===== config.mk =====
export PLATFORM = sky130hd
export DESIGN_NAME = control_unit_flat
export DESIGN_NICKNAME = d
export VERILOG_FILES = /design/src/rtl/control_unit_if.sv /design/src/rtl/control_unit.sv /design/src/flat_wrapper.sv
export SDC_FILE = /design/constraint.sdc
export NUM_CORES = 1
export LEC_CHECK = 0
export ABC_AREA = 1
export BUFFER_PORTS_ARGS = -buffer_cell sky130_fd_sc_hd__buf_4
export CAP_MARGIN = 20
export CELL_PAD_IN_SITES_DETAIL_PLACEMENT = 1
export CELL_PAD_IN_SITES_GLOBAL_PLACEMENT = 2
export CORE_ASPECT_RATIO = 0.7
export CORE_MARGIN = 10
export CORE_UTILIZATION = 18
export DETAILED_ROUTE_END_ITERATION = 8
export GPL_TIMING_DRIVEN = 0
export MAX_ROUTING_LAYER = met4
export PLACE_DENSITY = 0.86
export SLEW_MARGIN = 10
export SYNTH_ARGS = -nofsm -noshare
export SYNTH_HDL_FRONTEND = slang
export SYNTH_SLANG_ARGS = --single-unit

===== constraint.sdc =====
create_clock -name clk -period 1.1 [get_ports clk]
set_clock_uncertainty 0.05 [all_clocks]
set_input_delay 0 -clock clk [delete_from_list [all_inputs] [get_ports clk]]
set_output_delay 0 -clock clk [all_outputs]
set_load 0.01 [all_outputs]

===== src/rtl/control_unit_if.sv =====
// rtl/control_unit_if.sv - control_unit instruction/flag inputs and datapath strobe bundle
interface control_unit_if #(
    parameter int WORD_WIDTH = 8
);
    logic [WORD_WIDTH-1:0] instruction;
    logic                  zero;
    logic                  Load_R0;
    logic                  Load_R1;
    logic                  Load_R2;
    logic                  Load_R3;
    logic                  Load_PC;
    logic                  Inc_PC;
    logic [2:0]            Sel_Bus_1_Mux;
    logic [1:0]            Sel_Bus_2_Mux;
    logic                  Load_IR;
    logic                  Load_Add_R;
    logic                  Load_Reg_Y;
    logic                  Load_Reg_Z;
    logic                  write;
    logic                  halted;

    modport master (
        input  instruction, zero,
        output Load_R0, Load_R1, Load_R2, Load_R3, Load_PC, Inc_PC,
               Sel_Bus_1_Mux, Sel_Bus_2_Mux, Load_IR, Load_Add_R,
               Load_Reg_Y, Load_Reg_Z, write, halted
    );

    modport slave (
        output instruction, zero,
        input  Load_R0, Load_R1, Load_R2, Load_R3, Load_PC, Inc_PC,
               Sel_Bus_1_Mux, Sel_Bus_2_Mux, Load_IR, Load_Add_R,
               Load_Reg_Y, Load_Reg_Z, write, halted
    );
endinterface


===== src/rtl/control_unit.sv =====
// rtl/control_unit.sv - fetch/decode/execute sequencer for the 8-bit RISC machine
module control_unit #(
    parameter int WORD_WIDTH = 8
) (
    input  logic          clk,
    input  logic          rst,
    control_unit_if.master cu
);
    typedef enum logic [3:0] {
        S_idle = 4'd0,
        S_fet1 = 4'd1,
        S_fet2 = 4'd2,
        S_dec  = 4'd3,
        S_ex1  = 4'd4,
        S_rd1  = 4'd5,
        S_rd2  = 4'd6,
        S_wr1  = 4'd7,
        S_wr2  = 4'd8,
        S_br1  = 4'd9,
        S_br2  = 4'd10,
        S_halt = 4'd11
    } state_t;

    localparam logic [3:0] OP_NOP = 4'd0;
    localparam logic [3:0] OP_ADD = 4'd1;
    localparam logic [3:0] OP_SUB = 4'd2;
    localparam logic [3:0] OP_AND = 4'd3;
    localparam logic [3:0] OP_NOT = 4'd4;
    localparam logic [3:0] OP_RD  = 4'd5;
    localparam logic [3:0] OP_WR  = 4'd6;
    localparam logic [3:0] OP_BR  = 4'd7;
    localparam logic [3:0] OP_BRZ = 4'd8;

    localparam logic [2:0] SEL1_PC  = 3'd4;
    localparam logic [1:0] SEL2_ALU = 2'd0;
    localparam logic [1:0] SEL2_BUS = 2'd1;
    localparam logic [1:0] SEL2_MEM = 2'd2;

    state_t     state;
    state_t     state_next;
    logic [3:0] opcode;
    logic [1:0] src;
    logic [1:0] dest;
    logic [3:0] load_r;

    assign opcode = cu.instruction[WORD_WIDTH-1 -: 4];
    assign src    = cu.instruction[3:2];
    assign dest   = cu.instruction[1:0];

    always_ff @(posedge clk or posedge rst) begin
        if (rst) begin
            state <= S_idle;
        end else begin
            state <= state_next;
        end
    end

    always_comb begin
        state_next = S_halt;
        case (state)
            S_idle: state_next = S_fet1;
            S_fet1: state_next = S_fet2;
            S_fet2: state_next = S_dec;
            S_dec: begin
                case (opcode)
                    OP_NOP:                 state_next = S_fet1;
                    OP_ADD, OP_SUB, OP_AND: state_next = S_ex1;
                    OP_NOT:                 state_next = S_fet1;
                    OP_RD:                  state_next = S_rd1;
                    OP_WR:                  state_next = S_wr1;
                    OP_BR:                  state_next = S_br1;
                    OP_BRZ:                 state_next = cu.zero ? S_br1 : S_fet1;
                    default:                state_next = S_halt;
                endcase
            end
            S_ex1:  state_next = S_fet1;
            S_rd1:  state_next = S_rd2;
            S_rd2:  state_next = S_fet1;
            S_wr1:  state_next = S_wr2;
            S_wr2:  state_next = S_fet1;
            S_br1:  state_next = S_br2;
            S_br2:  state_next = S_fet1;
            S_halt: state_next = S_halt;
            default: state_next = S_halt;
        endcase
    end

    // Register-file loads go through a one-hot vector so only dest can ever fire.
    always_comb begin
        load_r           = 4'b0000;
        cu.Load_PC       = 1'b0;
        cu.Inc_PC        = 1'b0;
        cu.Sel_Bus_1_Mux = 3'd0;
        cu.Sel_Bus_2_Mux = 2'd0;
        cu.Load_IR       = 1'b0;
        cu.Load_Add_R    = 1'b0;
        cu.Load_Reg_Y    = 1'b0;
        cu.Load_Reg_Z    = 1'b0;
        cu.write         = 1'b0;
        cu.halted        = 1'b0;
        case (state)
            S_fet1: begin
                cu.Sel_Bus_1_Mux = SEL1_PC;
                cu.Sel_Bus_2_Mux = SEL2_BUS;
                cu.Load_Add_R    = 1'b1;
            end
            S_fet2: begin
                cu.Sel_Bus_2_Mux = SEL2_MEM;
                cu.Load_IR       = 1'b1;
                cu.Inc_PC        = 1'b1;
            end
            S_dec: begin
                case (opcode)
                    OP_ADD, OP_SUB, OP_AND: begin
                        cu.Sel_Bus_1_Mux = {1'b0, src};
                        cu.Sel_Bus_2_Mux = SEL2_BUS;
                        cu.Load_Reg_Y    = 1'b1;
                    end
                    OP_NOT: begin
                        cu.Sel_Bus_1_Mux = {1'b0, src};
                        cu.Sel_Bus_2_Mux = SEL2_ALU;
                        cu.Load_Reg_Z    = 1'b1;
                        load_r[dest]     = 1'b1;
                    end
                    OP_RD, OP_WR, OP_BR: begin
                        cu.Sel_Bus_1_Mux = SEL1_PC;
                        cu.Sel_Bus_2_Mux = SEL2_BUS;
                        cu.Load_Add_R    = 1'b1;
                    end
                    OP_BRZ: begin
                        if (cu.zero) begin
                            cu.Sel_Bus_1_Mux = SEL1_PC;
                            cu.Sel_Bus_2_Mux = SEL2_BUS;
                            cu.Load_Add_R    = 1'b1;
                        end else begin
                            // Not taken: step PC over the branch-target byte.
                            cu.Inc_PC = 1'b1;
                        end
                    end
                    default: begin
                    end
                endcase
            end
            S_ex1: begin
                cu.Sel_Bus_1_Mux = {1'b0, dest};
                cu.Sel_Bus_2_Mux = SEL2_ALU;
                cu.Load_Reg_Z    = 1'b1;
                load_r[dest]     = 1'b1;
            end
            S_rd1, S_wr1: begin
                cu.Sel_Bus_2_Mux = SEL2_MEM;
                cu.Load_Add_R    = 1'b1;
                cu.Inc_PC        = 1'b1;
            end
            S_rd2: begin
                cu.Sel_Bus_2_Mux = SEL2_MEM;
                load_r[dest]     = 1'b1;
            end
            S_wr2: begin
                cu.Sel_Bus_1_Mux = {1'b0, src};
                cu.write         = 1'b1;
            end
            S_br1: begin
                cu.Sel_Bus_2_Mux = SEL2_MEM;
                cu.Load_Add_R    = 1'b1;
            end
            S_br2: begin
                cu.Sel_Bus_2_Mux = SEL2_MEM;
                cu.Load_PC       = 1'b1;
            end
            S_halt: begin
                cu.halted = 1'b1;
            end
            default: begin
            end
        endcase
    end

    assign cu.Load_R0 = load_r[0];
    assign cu.Load_R1 = load_r[1];
    assign cu.Load_R2 = load_r[2];
    assign cu.Load_R3 = load_r[3];
endmodule


===== src/flat_wrapper.sv =====
// flat-port wrapper written by rule: the top's interface ports become plain ports
module control_unit_flat 
#(
    parameter int WORD_WIDTH = 8
)
  (clk, rst, cu_instruction, cu_zero, cu_Load_R0, cu_Load_R1, cu_Load_R2, cu_Load_R3, cu_Load_PC, cu_Inc_PC, cu_Sel_Bus_1_Mux, cu_Sel_Bus_2_Mux, cu_Load_IR, cu_Load_Add_R, cu_Load_Reg_Y, cu_Load_Reg_Z, cu_write, cu_halted);
  control_unit_if #(.WORD_WIDTH(WORD_WIDTH)) cu_i ();
  input  logic clk;
  input  logic rst;
  input wire logic [$bits(cu_i.instruction)-1:0] cu_instruction;
  input wire logic [$bits(cu_i.zero)-1:0] cu_zero;
  output wire logic [$bits(cu_i.Load_R0)-1:0] cu_Load_R0;
  output wire logic [$bits(cu_i.Load_R1)-1:0] cu_Load_R1;
  output wire logic [$bits(cu_i.Load_R2)-1:0] cu_Load_R2;
  output wire logic [$bits(cu_i.Load_R3)-1:0] cu_Load_R3;
  output wire logic [$bits(cu_i.Load_PC)-1:0] cu_Load_PC;
  output wire logic [$bits(cu_i.Inc_PC)-1:0] cu_Inc_PC;
  output wire logic [$bits(cu_i.Sel_Bus_1_Mux)-1:0] cu_Sel_Bus_1_Mux;
  output wire logic [$bits(cu_i.Sel_Bus_2_Mux)-1:0] cu_Sel_Bus_2_Mux;
  output wire logic [$bits(cu_i.Load_IR)-1:0] cu_Load_IR;
  output wire logic [$bits(cu_i.Load_Add_R)-1:0] cu_Load_Add_R;
  output wire logic [$bits(cu_i.Load_Reg_Y)-1:0] cu_Load_Reg_Y;
  output wire logic [$bits(cu_i.Load_Reg_Z)-1:0] cu_Load_Reg_Z;
  output wire logic [$bits(cu_i.write)-1:0] cu_write;
  output wire logic [$bits(cu_i.halted)-1:0] cu_halted;
  assign cu_i.instruction = cu_instruction;
  assign cu_i.zero = cu_zero;
  assign cu_Load_R0 = cu_i.Load_R0;
  assign cu_Load_R1 = cu_i.Load_R1;
  assign cu_Load_R2 = cu_i.Load_R2;
  assign cu_Load_R3 = cu_i.Load_R3;
  assign cu_Load_PC = cu_i.Load_PC;
  assign cu_Inc_PC = cu_i.Inc_PC;
  assign cu_Sel_Bus_1_Mux = cu_i.Sel_Bus_1_Mux;
  assign cu_Sel_Bus_2_Mux = cu_i.Sel_Bus_2_Mux;
  assign cu_Load_IR = cu_i.Load_IR;
  assign cu_Load_Add_R = cu_i.Load_Add_R;
  assign cu_Load_Reg_Y = cu_i.Load_Reg_Y;
  assign cu_Load_Reg_Z = cu_i.Load_Reg_Z;
  assign cu_write = cu_i.write;
  assign cu_halted = cu_i.halted;
  control_unit #(.WORD_WIDTH(WORD_WIDTH)) u_core (.clk(clk), .rst(rst), .cu(cu_i));
endmodule

==> After elaboration in Yosys (flattened, before gate mapping) <==
Cells that the tools add are included.
{ "classes": {"add_sub_neg": 0, "mul": 0, "n_div": 0, "order_cmp": 2, "eq_ne": 19, "n_shift": 0, "n_mux": 27, "bitwise": 0, "n_reduce_logical": 13} }
{ "ops": {"columns": ["cell", "n"], "rows": [
  ["$eq A4 B3 Y1 const B", 8],
  ["$pmux W4 S7", 1],
  ["$pmux W4 S6", 1],
  ["$eq A4 B4 Y1 const B", 5],
  ["$eq A4 B2 Y1 const B", 4],
  ["$mux W1", 12],
  ["$pmux W3 S4", 1],
  ["$reduce_or A6 Y1", 2],
  ["$pmux W3 S3", 1],
  ["$reduce_or A3 Y1", 3],
  ["$eq A4 B1 Y1 const B", 2],
  ["$logic_not A4 Y1", 2],
  ["$mux W4", 2],
  ["$pmux W1 S2", 4],
  ["$pmux W4 S2", 1],
  ["$reduce_or A4 Y1", 2],
  ["$pmux W2 S3", 1],
  ["$reduce_or A5 Y1", 1],
  ["$pmux W2 S2", 1],
  ["$reduce_or A2 Y1", 2],
  ["$lt A2 B3 Y1 const B", 1],
  ["$mux W3", 1],
  ["$demux W1 S2", 1],
  ["$ge A2 B1 Y1 const B", 1],
  ["$logic_and A1 B1 Y1", 1]
]} }
{ "word_totals": {"ff_bits": 4, "latch_bits": 0, "ram_bits": 0, "rom_bits": 0, "mem_count": 0} }

==> Logic depth before layout (Yosys ltp) <==
Gate-level depths: netlist of run 1.
{ "logic_depth": {"depth_word": 6, "mapped_depth": 7} }

==> Least setup slack after synthesis of run 1 <==
Ideal clock, no wire load.
{ "synth_path": {"path_kind": "flip-flop to flip-flop", "startpoint": "register u_core.state[2]", "endpoint": "register u_core.state[1]", "t_arrival_ns": 1.083, "path_slack_ns": -0.101, "stages_incl_launch_ff": 8, "path_buffers": 0, "cell_sequence": "dfrtp_1 inv_1 nand2_1 nor2_1 inv_1 nand2_1 nor2_1 nand3_1"} }
{ "synth_via": {"elab_chain_cells": 3} }
{ "synth_lines": {"columns": ["element", "line_no", "source"], "rows": [
  ["start, declared", "control_unit.sv:39", "state_t state;"],
  ["start signal, assigned", "control_unit.sv:52", "state <= S_idle;"],
  ["start signal, assigned", "control_unit.sv:54", "state <= state_next;"],
  ["$eq A4 B3 Y1, or another cell as far along", "control_unit.sv:60", "case (state)"],
  ["$reduce_or A5 Y1 (no source line)", null, null],
  ["$pmux W4 S7 *", "control_unit.sv:60", null],
  ["named net u_core.state_next[1]", "control_unit.sv:40", "state_t state_next;"]
]} }
Mark *: on every way through the listed nets, which the timed path passes. The rest lies on a longest branch.

==> Worst setup path after layout of run 1 <==
{ "layout_path": {"startpoint": "register u_core.state[0]", "endpoint": "output cu_Load_R2"} }
{ "layout_via": {"elab_chain_cells": 3} }
{ "layout_lines": {"columns": ["element", "line_no", "source"], "rows": [
  ["$eq A4 B3 Y1", "control_unit.sv:101", "case (state)"],
  ["$reduce_or A2 Y1 (no source line)", null, null],
  ["$pmux W4 S2 *", "control_unit.sv:101", null],
  ["end, declared", "flat_wrapper.sv:14", "output wire logic [$bits(cu_i.Load_R2)-1:0] cu_Load_R2;"]
]} }
Every way passes the cells marked *; elsewhere a longest branch is shown, timed or not.

==> results of run 1 <==
report_power, final:
group	total, mW	switching, mW	leakage (nW)	internal, mW
clock network	0.327	0.0795	0.0228	0.248
registers	0.148	0	0.0379	0.148
logic	0.0816	0.0455	0.531	0.0361
total	0.557	0.125	0.592	0.432
synthesized netlist by cell type:
library cell	count
a22oi_1	1
nor2_1	27
a221oi_1	1
dfrtp_1	4
nand2_1	33
inv_2	3
nand2_4	1
nor2_8	1
nand3_1	9
o21ai_2	1
nand4_1	1
inv_1	17
nand3b_1	1
o21ai_1	2
nand2_2	3
o31ai_1	1
o21ai_0	1
a21oi_1	2
cell usage in the layout (no fill, tap or decap), drive strengths merged:
master       netlist  final
o21ai              4      4
inv               20     20
o31ai              1      1
a221oi             1      1
nand4              1      1
a21oi              2      2
nor2              28     28
a22oi              1      1
buf                0     38
nand3b             1      1
nand3              9      9
dfrtp              4      4
dlygate4sd3        0      1
nand2             37     37
clkbuf             0      4
worst register-to-register path, cell delays in order, from the launching register on:
cell and delay [ns]:
dfrtp_2 0.46, nand2_4 0.13, nor2_8 0.17, buf_4 0.15, nand3_1 0.08, nand3_1 0.10
repair_timing:
item                                    in CTS  in global routing
resized for setup                           10                 12
gates cloned                                 0                  0
pin swaps                                    3                  7
endpoints found under the hold margin        4                  0
setup buffers                                6                  5
hold buffers                                 1                  0
endpoints found under the setup margin      21                 21
metrics by stage:
stage          utilization  setup TNS [ns]  area (um2)  instances  power (mW)
6_report             0.358           -5.36        1040        188       0.557
5_1_grt              0.358           -7.15        1040        188       0.586
4_1_cts              0.333           -5.73         967        183       0.570
3_5_place_dp         0.287           -2.56         833        172       0.228
3_3_place_gp         0.287           -2.40         833        172       0.226
2_1_floorplan            -         -0.0288         586        109       0.183
layout make-up:
type	instances	share of cell area
clock buffers	4	0.0433
inverters	20	0.0722
multi-input cells	85	0.450
flip-flops and latches	4	0.0999
well taps	36	0.0433
repair buffers	39	0.291
logic make-up (layout without fill, tap and decap cells):
kind of cell / Yosys count / in the layout
buf+inv: 20 / 63
compound gates: 9 / 9
simple gates: 76 / 76
flops: 4 / 4
per-layer routing:
layer / track usage / part of all wire
met5: - / 0
met4: 0.0181 / 0
met3: 0.00729 / 0.023
met2: 0.152 / 0.52
met1: 0.0950 / 0.45
path summary, 6_finish.rpt:
path	slack, ns	end	startpoint
min in group asynchronous	0.18	u_core.state[2]	rst
min reg2reg	0.75	u_core.state[3]	u_core.state[2]
max	-0.40	cu_Load_R2	u_core.state[0]
max reg2reg	-0.12	u_core.state[2]	u_core.state[0]
max in group asynchronous	0.66	u_core.state[1]	rst
min	0.11	u_core.state[0]	cu_instruction[7]
==> summary.md, run 1 <==
| Metric | Value |
|---|---|
| GRT Total Usage | `0.0828` |
| Avg Cell Area, Syn | `5.20 um2` |
| First-pass DRT Iterations | `4` |
| Post-layout nets | `164` |
| Largest family of logic cells by synthesized area | `simple AND/OR/NAND/NOR gates` |
| Initial cell density of the core | `0.195` |
| Kind of critical path | `reg -> out` |
| Number of setup violations in the final report | `21` |
| Synthesized net count | `120` |
| Slowest-stage cell, CP | `dfrtp_2` |
| DIE AREA | `5830 um2` |
| ANT nets after route | `0` |
| Synth Area in Simple Gates | `0.589` |
| IO Count | `28` |
| Post-synthesis compound-gate area fraction | `0.102` |
| Cell row count | `16` |
| DR WL/cell | `12.8 um` |
| Crit-path cells | `nand2_4, nor2_8, nand2_4, o21ai_4, nand2_2, nor2_2, buf_4` |
| Worst Hold Class | `in -> reg` |
| Syn-to-layout area delta | `83.4%` |
| Reg with most FFs | `u_core.state` |
| Period utilisation layout | `1.36` |
| Largest area contributor in the netlist | `nand2_1` |
| Fin crit period | `1.50 ns` |
| Vias in the first global route | `914` |
| Worst Path Arrival | `1.45 ns` |
| ANT cells | `0` |
| Yosys warning count | `0` |
| Biggest cell delay along the critical path | `0.46 ns` |
| Maximum VDD drop | `0.321 mV` |
| Least-Margin Pin Slew | `0.255 ns` |
| CORE AREA | `2900 um2` |
| Rel. slew slack | `0.829` |
| Worst path depth | `7` |
| Largest cells by area after synthesis | `nand2_1, nor2_1, dfrtp_1, inv_1, nand3_1` |
| # clock sinks | `4` |
| Clock transition at the registers of the reported paths | `0.03 ns` |
| PD cells | `536 nW/um2` |
| Max Root-Sink Buffers | `2` |
| Share of the synthesized area in the top cell type | `0.219` |
| RSZ-0062 raised after global routing | `true` |
| # port buffers | `27` |
| Worst reg-to-reg path cell count | `5` |
| Area of the multi-input gates | `468 um2` |
| Hold Slack | `0.112 ns` |
| Root buffer cell | `clkbuf_8` |
| Overflow after GRT | `0` |
| First-pass GRT wire length | `3950 um` |
| Leak | `0.592 nW` |
| Setup Slack @ Placement | `-0.253 ns` |
| Synthesized-area fraction occupied by adder cells | `0` |
| Run status | `finished, violations left` |
| Max reg flops | `4` |
| Synthesized cell area | `567 um2` |
| H-tree depth | `1` |
| Synthesized flop and latch total | `4` |
| DRC Markers | `0` |
| Via density per instance | `4.45` |
| Crit path max fanout | `6` |
| Fillers | `384` |
| Worst skew pair latency | `0.22 ns` |
| Routed wire length | `2400 um` |
| Die width | `87.1 um` |
| CP required | `1.05 ns` |
| Worst Setup End Kind | `primary output` |
| Synth cell types | `18` |
| Layout cells sized above 1 | `0.487` |
| Xor-xnor portion of the synthesized cell area | `0` |
| Max Cap Viol | `0` |
| Vias | `836` |
| Top Registers | `u_core.state (4)` |
| CP dominant cell by count | `nand2_4` |
| Placer Congestion | `0.872` |
| Seq. cell area | `104 um2` |
| Fmax | `668 MHz` |
| Num CTS Buffers | `3` |
| HPWL after detailed placement | `1990 um` |
| Initial antenna violation count | `0` |
| TritonCTS clock tree | `done` |
| Failing checks | `negative setup slack` |
| Crit path max-delay family | `simple AND/OR/NAND/NOR gates` |
| Die H | `67.0 um` |
| Buf/Inv on CP | `1` |
| Setup ws final | `-0.397 ns` |
| Initial DRC count | `27` |
| Mux share of post-synthesis cell area | `0` |
| Pin count of the biggest net entering global routing | `7` |
| Post-Syn Instances | `109` |
| Sequential share of the synthesized area | `0.177` |
| Slew Viols, Final | `0` |
| Startpoint types | `flop` |
| Hold Path Depth | `5` |
| Final hold violations | `0` |
No activity file was read; power rests on OpenSTA's default activity.
==> run 2, diff against run 1 <==
--- a/config.mk
+++ b/config.mk
@@ -16,8 +16,9 @@
 export DETAILED_ROUTE_END_ITERATION = 8
 export GPL_TIMING_DRIVEN = 0
 export MAX_ROUTING_LAYER = met4
-export PLACE_DENSITY = 0.86
+export PLACE_DENSITY_LB_ADDON = 0.1
 export SLEW_MARGIN = 10
 export SYNTH_ARGS = -nofsm -noshare
 export SYNTH_HDL_FRONTEND = slang
 export SYNTH_SLANG_ARGS = --single-unit
+export TNS_END_PERCENT = 10
==> run 2 against run 1 <==
The run still ends with negative setup slack left. Worst hold slack worse by 0.0029 ns. Clock power grew 3%. First-iteration DRC count rose by 48%. Register-to-register slack worse by 0.06 ns. Global-route usage grew 0.35 points. Critical path depth unchanged. Count of clock-buffer cells in the layout unchanged. Sequential share of layout area up 0.39 points. Critical endpoint is now cu_Load_Add_R. Highest routed layer is now met4.
==> summary.md, run 2 (synthesized netlist as in run 1, its figures left out) <==
| Metric | Value |
|---|---|
| Area of the multi-input gates | `455 um2 (was 468 um2)` |
| Startpoint types | `flop (unchanged)` |
| Placer Congestion | `0.793 (was 0.872)` |
| DR WL/cell | `13.7 um (was 12.8 um)` |
| Cell row count | `16 (unchanged)` |
| Maximum VDD drop | `0.289 mV (was 0.321 mV)` |
| CP dominant cell by count | `nor2_1 (was nand2_4)` |
| Fin area | `988 um2 (was 1040 um2)` |
| Routed wire length | `2500 um (was 2400 um)` |
| Worst reg-to-reg path cell count | `6 (was 5)` |
| # port buffers | `27 (unchanged)` |
| Max Cap Viol | `0 (unchanged)` |
| Crit-path cells | `inv_2, nand2_2, nor2_1, nor2_1, nand2_1, nand3b_1, buf_4 (was nand2_4, nor2_8, nand2_4, o21ai_4, nand2_2, nor2_2, buf_4)` |
| Run status | `finished, violations left (unchanged)` |
| Final hold violations | `0 (unchanged)` |
| RSZ-0062 raised after global routing | `true (unchanged)` |
| Setup ws final | `-0.407 ns (was -0.397 ns)` |
| Initial DRC count | `40 (was 27)` |
| Setup Slack @ Placement | `-0.272 ns (was -0.253 ns)` |
| Max reg flops | `4 (unchanged)` |
| Reg with most FFs | `u_core.state (unchanged)` |
| H-tree depth | `1 (unchanged)` |
| Period utilisation layout | `1.37 (was 1.36)` |
| Number of setup violations in the final report | `20 (was 21)` |
| ANT nets after route | `0 (unchanged)` |
| Internal | `0.433 mW (was 0.432 mW)` |
| Via density per instance | `4.37 (was 4.45)` |
| Fmax | `663 MHz (was 668 MHz)` |
| Clock share of power | `0.592 (was 0.588)` |
| GRT Total Usage | `0.0863 (was 0.0828)` |
| Worst Path Arrival | `1.46 ns (was 1.45 ns)` |
| Rel. slew slack | `0.828 (was 0.829)` |
| Hold Path Depth | `4 (was 5)` |
| Highest-count cells in the layout ignoring fill and taps | `buf_4, nand2_1, nor2_1 (unchanged)` |
| Initial cell density of the core | `0.195 (unchanged)` |
| DIE AREA | `5830 um2 (unchanged)` |
| CORE AREA | `2900 um2 (unchanged)` |
| NetSw | `0.138 mW (was 0.125 mW)` |
| Failing checks | `negative setup slack (unchanged)` |
| Crit path max fanout | `4 (was 6)` |
| Least-Margin Pin Slew | `0.257 ns (was 0.255 ns)` |
| Leak | `0.552 nW (was 0.592 nW)` |
| Layout cells sized above 1 | `0.435 (was 0.487)` |
| Vias in the first global route | `802 (was 914)` |
| Seq. cell area | `103 um2 (was 104 um2)` |
| ANT cells | `0 (unchanged)` |
| Kind of critical path | `reg -> out (unchanged)` |
| Root buffer cell | `clkbuf_8 (unchanged)` |
| Slew Viols, Final | `0 (unchanged)` |
| Worst skew pair latency | `0.22 ns (about the same)` |
| IO Count | `28 (unchanged)` |
| Slowest-stage cell, CP | `dfrtp_1 (was dfrtp_2)` |
| Worst Hold Class | `in -> reg (unchanged)` |
| Max Root-Sink Buffers | `2 (unchanged)` |
| Fin crit period | `1.51 ns (was 1.50 ns)` |
| Sw frac | `0.242 (was 0.224)` |
| Syn-to-layout area delta | `74.4% (was 83.4%)` |
| # clock sinks | `4 (unchanged)` |
| First-pass GRT wire length | `3890 um (was 3950 um)` |
| First-pass DRT Iterations | `4 (unchanged)` |
| Commonest non-fill, non-tap cell in the layout | `buf_4 (unchanged)` |
| Power share of the combinational group | `0.149 (was 0.146)` |
| Post-layout nets | `159 (was 164)` |
| Fillers | `379 (was 384)` |
| Overflow after GRT | `0 (unchanged)` |
| Top Registers | `u_core.state (4) (unchanged)` |
| Pin count of the biggest net entering global routing | `7 (unchanged)` |
| Num CTS Buffers | `3 (unchanged)` |
| Initial antenna violation count | `0 (unchanged)` |
| Biggest cell delay along the critical path | `0.40 ns (was 0.46 ns)` |
| HPWL after detailed placement | `2050 um (was 1990 um)` |
| Die H | `67.0 um (unchanged)` |
| CP required | `1.05 ns (about the same)` |
| Placed cell area | `833 um2 (unchanged)` |
| Clock transition at the registers of the reported paths | `0.04 ns (was 0.03 ns)` |
| Worst Setup End Kind | `primary output (unchanged)` |
| Part of the power in registers | `0.259 (was 0.266)` |
| TritonCTS clock tree | `done (unchanged)` |
| DRC Markers | `0 (unchanged)` |
| PD cells | `578 nW/um2 (was 536 nW/um2)` |
| Vias | `799 (was 836)` |
| Die width | `87.1 um (unchanged)` |
[run 2: cell count changes in the layout (fill, tap and decap cells not counted), sizes merged]
cell	change
buf	-5
[run 2: per-stage QoR]
stage	total power [mW]	cells	util	hold slack, ns	setup TNS, ns
after floorplan	0.183	109	-	-0.284	-0.0288
after global placement	0.228	172	0.287	-0.153	-2.57
after detailed placement	0.229	172	0.287	-0.141	-2.60
after CTS	0.578	181	0.321	0.121	-5.58
after global routing	0.604	183	0.341	0.151	-7.12
final	0.571	183	0.341	0.109	-5.26
[run 2: layout make-up]
type	instances	area share
Timing Repair Buffer	34	0.268
Inverter	20	0.0759
Sequential cell	4	0.104
Tap cell	36	0.0456
Clock buffer	4	0.0456
Multi-Input combinational cell	85	0.461
[run 2: power by group through the flow]
stage	sequential (mW)	clock (mW)	combinational [mW]
floorplan	0.150	0	0.0333
global placement	0.150	0	0.0784
detailed placement	0.150	0	0.0796
CTS	0.148	0.347	0.0835
global route	0.148	0.360	0.0962
finish	0.148	0.338	0.0850
[run 2: final timing paths]
path                              startpoint              end  slack [ns]
max                          u_core.state[3]    cu_Load_Add_R       -0.41
min                        cu_instruction[7]  u_core.state[2]        0.11
max reg2reg                  u_core.state[0]  u_core.state[3]       -0.18
min reg2reg                  u_core.state[2]  u_core.state[2]        0.76
max in group asynchronous                rst  u_core.state[1]        0.66
min in group asynchronous                rst  u_core.state[0]        0.17
[run 2: metal layers]
metal	share of wire	GRT usage	routed length [um]
met4	0.0056	0.0242	14
met3	0.042	0.0207	105
met2	0.44	0.127	1090
met5	0	-	0
met1	0.52	0.114	1290
[run 2: worst max-delay path, delay by kind of cell, from the launching register on]
kind	cells	cell delay [ns]
buffers and inverters	2	0.24
AND/OR/NAND/NOR	5	0.60
flip-flops	1	0.40
[run 2: timing repair]
action                                 in CTS  in global routing
hold buffers                                1                  0
endpoints found under the hold margin       4                  0
setup endpoints to repair                  21                 21
resized for setup                           5                 11
pin swaps                                   5                  4
setup buffers                               4                  2
==> run 3, diff against run 2 <==
--- a/config.mk
+++ b/config.mk
@@ -5,14 +5,13 @@
 export SDC_FILE = /design/constraint.sdc
 export NUM_CORES = 1
 export LEC_CHECK = 0
-export ABC_AREA = 1
 export BUFFER_PORTS_ARGS = -buffer_cell sky130_fd_sc_hd__buf_4
 export CAP_MARGIN = 20
 export CELL_PAD_IN_SITES_DETAIL_PLACEMENT = 1
 export CELL_PAD_IN_SITES_GLOBAL_PLACEMENT = 2
 export CORE_ASPECT_RATIO = 0.7
 export CORE_MARGIN = 10
-export CORE_UTILIZATION = 18
+export CORE_UTILIZATION = 20
 export DETAILED_ROUTE_END_ITERATION = 8
 export GPL_TIMING_DRIVEN = 0
 export MAX_ROUTING_LAYER = met4
==> run 3 against run 2 <==
The run still ends with negative setup slack left. Total power is 0.49% lower. Worst hold slack improved by 0.011 ns. Sequential power barely moved. Wire length fell by 0.28%. Via count is 8.3% lower. Register-to-register slack worse by 0.18 ns. Critical path type unchanged. Highest routed layer is now met3.
==> summary.md, run 3 <==
| Metric | Value |
|---|---|
| Fin area | `1050 um2 (was 988 um2)` |
| Setup tns final | `-6.00 ns (was -5.26 ns)` |
| GRT Total Usage | `0.0906 (was 0.0863)` |
| Synth async-reset ratio | `1.00 (unchanged)` |
| Via density per instance | `4.76 (was 4.37)` |
| Finished Layout Cells | `154 (was 183)` |
| Max reg flops | `4 (unchanged)` |
| Initial cell density of the core | `0.210 (was 0.195)` |
| Setup ws final | `-0.426 ns (was -0.407 ns)` |
| Commonest non-fill, non-tap cell in the layout | `buf_4 (unchanged)` |
| Primary FF master, synth | `dfrtp_1 (unchanged)` |
| Die H | `65.4 um (was 67.0 um)` |
| ANT cells | `0 (unchanged)` |
| Largest cells by area after synthesis | `dfrtp_1, a21oi_1, nand2_1, nor2_1, nand2b_1 (was nand2_1, nor2_1, dfrtp_1, inv_1, nand3_1)` |
| Number of setup violations in the final report | `21 (was 20)` |
| Share of the synthesized area in the top cell type | `0.170 (was 0.219)` |
| Sequential share of the synthesized area | `0.170 (was 0.177)` |
| Most frequent cell after synthesis | `nand2_1 (unchanged)` |
| Cell row count | `16 (unchanged)` |
| Placed cell area | `838 um2 (was 833 um2)` |
| Clock transition at the registers of the reported paths | `0.03 ns (was 0.04 ns)` |
| CORE AREA | `2800 um2 (was 2900 um2)` |
| Die width | `84.8 um (was 87.1 um)` |
| Least-Margin Pin Slew | `0.415 ns (was 0.257 ns)` |
| Pin count of the biggest net entering global routing | `11 (was 7)` |
| Rel. slew slack | `0.723 (was 0.828)` |
| DIE AREA | `5540 um2 (was 5830 um2)` |
| Final hold violations | `0 (unchanged)` |
| CP required | `1.05 ns (about the same)` |
| Post-layout nets | `131 (was 159)` |
| Max Cap Viol | `0 (unchanged)` |
| Synth cell types | `38 (was 18)` |
| Slew Viols, Final | `0 (unchanged)` |
| Worst Path Arrival | `1.48 ns (was 1.46 ns)` |
| H-tree depth | `1 (unchanged)` |
| Overflow after GRT | `0 (unchanged)` |
| Period utilisation layout | `1.39 (was 1.37)` |
| Final Total Pwr | `0.569 mW (was 0.571 mW)` |
| Layout cells sized above 1 | `0.492 (was 0.435)` |
| Crit path max fanout | `3 (was 4)` |
| Reg with most FFs | `u_core.state (unchanged)` |
| First-pass DRT Iterations | `4 (unchanged)` |
| Avg Cell Area, Syn | `7.09 um2 (was 5.20 um2)` |
| Yosys warning count | `0 (unchanged)` |
| Worst Hold Class | `in -> reg (unchanged)` |
| Failing checks | `negative setup slack (unchanged)` |
| Area of the multi-input gates | `517 um2 (was 455 um2)` |
| Kind of critical path | `reg -> out (unchanged)` |
| Post-synth top cells | `nand2_1, nor2_1, a21oi_1 (was nand2_1, nor2_1, inv_1)` |
| First-pass GRT wire length | `4060 um (was 3890 um)` |
| Power share of the combinational group | `0.198 (was 0.149)` |
| RSZ-0062 raised after global routing | `true (unchanged)` |
| HPWL after detailed placement | `1930 um (was 2050 um)` |
| Worst skew pair latency | `0.22 ns (about the same)` |
| Synthesized net count | `94 (was 120)` |
| NetSw | `0.133 mW (was 0.138 mW)` |
| Leak | `0.437 nW (was 0.552 nW)` |
| IO Count | `28 (unchanged)` |
| Fmax | `655 MHz (was 663 MHz)` |
| Vias | `733 (was 799)` |
| Worst Setup End Kind | `primary output (unchanged)` |
| Initial DRC count | `23 (was 40)` |
| DR WL/cell | `16.2 um (was 13.7 um)` |
| Routed wire length | `2500 um (about the same)` |
| Buf/Inv on CP | `1 (was 2)` |
| DRC Markers | `0 (unchanged)` |
| Fin crit period | `1.53 ns (was 1.51 ns)` |
| Synthesized cell area | `588 um2 (was 567 um2)` |
| Placed Cells | `144 (was 172)` |
| Part of the power in registers | `0.261 (was 0.259)` |
| Slowest-stage cell, CP | `dfrtp_1 (unchanged)` |
| Vias in the first global route | `789 (was 802)` |
| Root buffer cell | `clkbuf_8 (unchanged)` |
| # port buffers | `25 (was 27)` |
| Top Registers | `u_core.state (4) (unchanged)` |
| Crit-path cells | `nand4bb_4, nor4b_4, o2bb2ai_1, buf_4 (was inv_2, nand2_2, nor2_1, nor2_1, nand2_1, nand3b_1, buf_4)` |
| Placer Congestion | `0.732 (was 0.793)` |
| Maximum VDD drop | `0.879 mV (was 0.289 mV)` |
| ANT nets after route | `0 (unchanged)` |
| Seq. cell area | `101 um2 (was 103 um2)` |
| Num CTS Buffers | `3 (unchanged)` |
| Post-Syn Instances | `83 (was 109)` |
| Biggest cell delay along the critical path | `0.39 ns (was 0.40 ns)` |
| Run status | `finished, violations left (unchanged)` |
| Sw frac | `0.234 (was 0.242)` |
| Fillers | `356 (was 379)` |
| PD cells | `542 nW/um2 (was 578 nW/um2)` |
| Max Root-Sink Buffers | `2 (unchanged)` |
| Synthesized flop and latch total | `4 (unchanged)` |
| # clock sinks | `4 (unchanged)` |
| Initial antenna violation count | `0 (unchanged)` |
| TritonCTS clock tree | `done (unchanged)` |
| Largest area contributor in the netlist | `dfrtp_1 (was nand2_1)` |
| EDFF count, synth | `0 (unchanged)` |
| Internal | `0.436 mW (was 0.433 mW)` |
| Clock share of power | `0.541 (was 0.592)` |
| Highest-count cells in the layout ignoring fill and taps | `buf_4, nand2_1, clkbuf_8, nor2_1, a21oi_1 (was buf_4, nand2_1, nor2_1)` |
| Crit path max-delay family | `simple AND/OR/NAND/NOR gates (unchanged)` |
| Reg-to-reg slack, setup | `-0.36 ns (was -0.18 ns)` |
| Syn-to-layout area delta | `78.3% (was 74.4%)` |
| Startpoint types | `flop (unchanged)` |
[run 3: cell count changes after synthesis, moves of 4 or more]
cell      change
nand2_1      -25
nor2_1       -20
inv_1        -13
nand3_1       -9
clkbuf_1      +5
a21oi_1       +4
nand2b_1      +4
[run 3: kinds of logic (layout without fill, tap and decap cells)]
group	count (synthesis)	after routing	share of synthesized area
and+or+nand+nor	35	35	0.355
AOI/OAI and AO/OA	31	31	0.370
buffers and inverters	13	48	0.104
DFF	4	4	0.170
[run 3: through the flow]
stage               utilization  hold slack, ns  setup WS (ns)
finish                    0.374           0.119         -0.426
global route              0.374           0.149         -0.521
CTS                       0.371           0.116         -0.440
detailed placement        0.299          -0.153         -0.463
global placement          0.299          -0.157         -0.420
floorplan                     -          -0.284         -0.130
[run 3: repair_timing]
| item | CTS | global route |
|---|---|---|
| endpoints found under the hold margin | 4 | 0 |
| hold buffers | 1 | 0 |
| buffers inserted | 6 | 0 |
| endpoints found under the setup margin | 21 | 21 |
| gates cloned | 0 | 0 |
| gates resized for setup | 27 | 1 |
| pin swaps | 4 | 2 |
[run 3: power by group through the flow]
| stage | Sequential [mW] | Combinational, mW | Clock, mW |
|---|---|---|---|
| floorplan | 0.150 | 0.0599 | 0 |
| global placement | 0.150 | 0.102 | 0 |
| detailed placement | 0.150 | 0.103 | 0 |
| CTS | 0.148 | 0.111 | 0.318 |
| global route | 0.148 | 0.125 | 0.341 |
| finish | 0.148 | 0.113 | 0.308 |
[run 3: routing by layer]
| metal | track usage | wire length (um) | up-vias |
|---|---|---|---|
| li1 | - | - | 378 |
| met3 | 0.0209 | 61 | 0 |
| met2 | 0.136 | 1150 | 14 |
| met4 | 0.0184 | 0 | 0 |
| met5 | - | 0 | - |
| met1 | 0.120 | 1290 | 341 |
[run 3: final timing paths]
check,startpoint,end,depth (start not counted)
max,u_core.state[3],cu_Sel_Bus_1_Mux[0],4
min,cu_zero,u_core.state[3],3
max reg2reg,u_core.state[0],u_core.state[1],4
min reg2reg,u_core.state[2],u_core.state[3],2
max in group asynchronous,rst,u_core.state[1],3
min in group asynchronous,rst,u_core.state[3],3
[run 3: layout make-up]
cell class | instances | area share
Sequential cell | 4 | 0.0967
Buffer | 8 | 0.0728
Timing Repair Buffer | 32 | 0.235
Tap cell | 36 | 0.0430
Inverter | 5 | 0.0203
Multi-Input combinational cell | 66 | 0.493
Clock buffer | 3 | 0.0394
[run 3: worst min-delay path: stages]
cell	delay [ns]
buf_4	0.12
nand2_1	0.08
a32oi_1	0.13
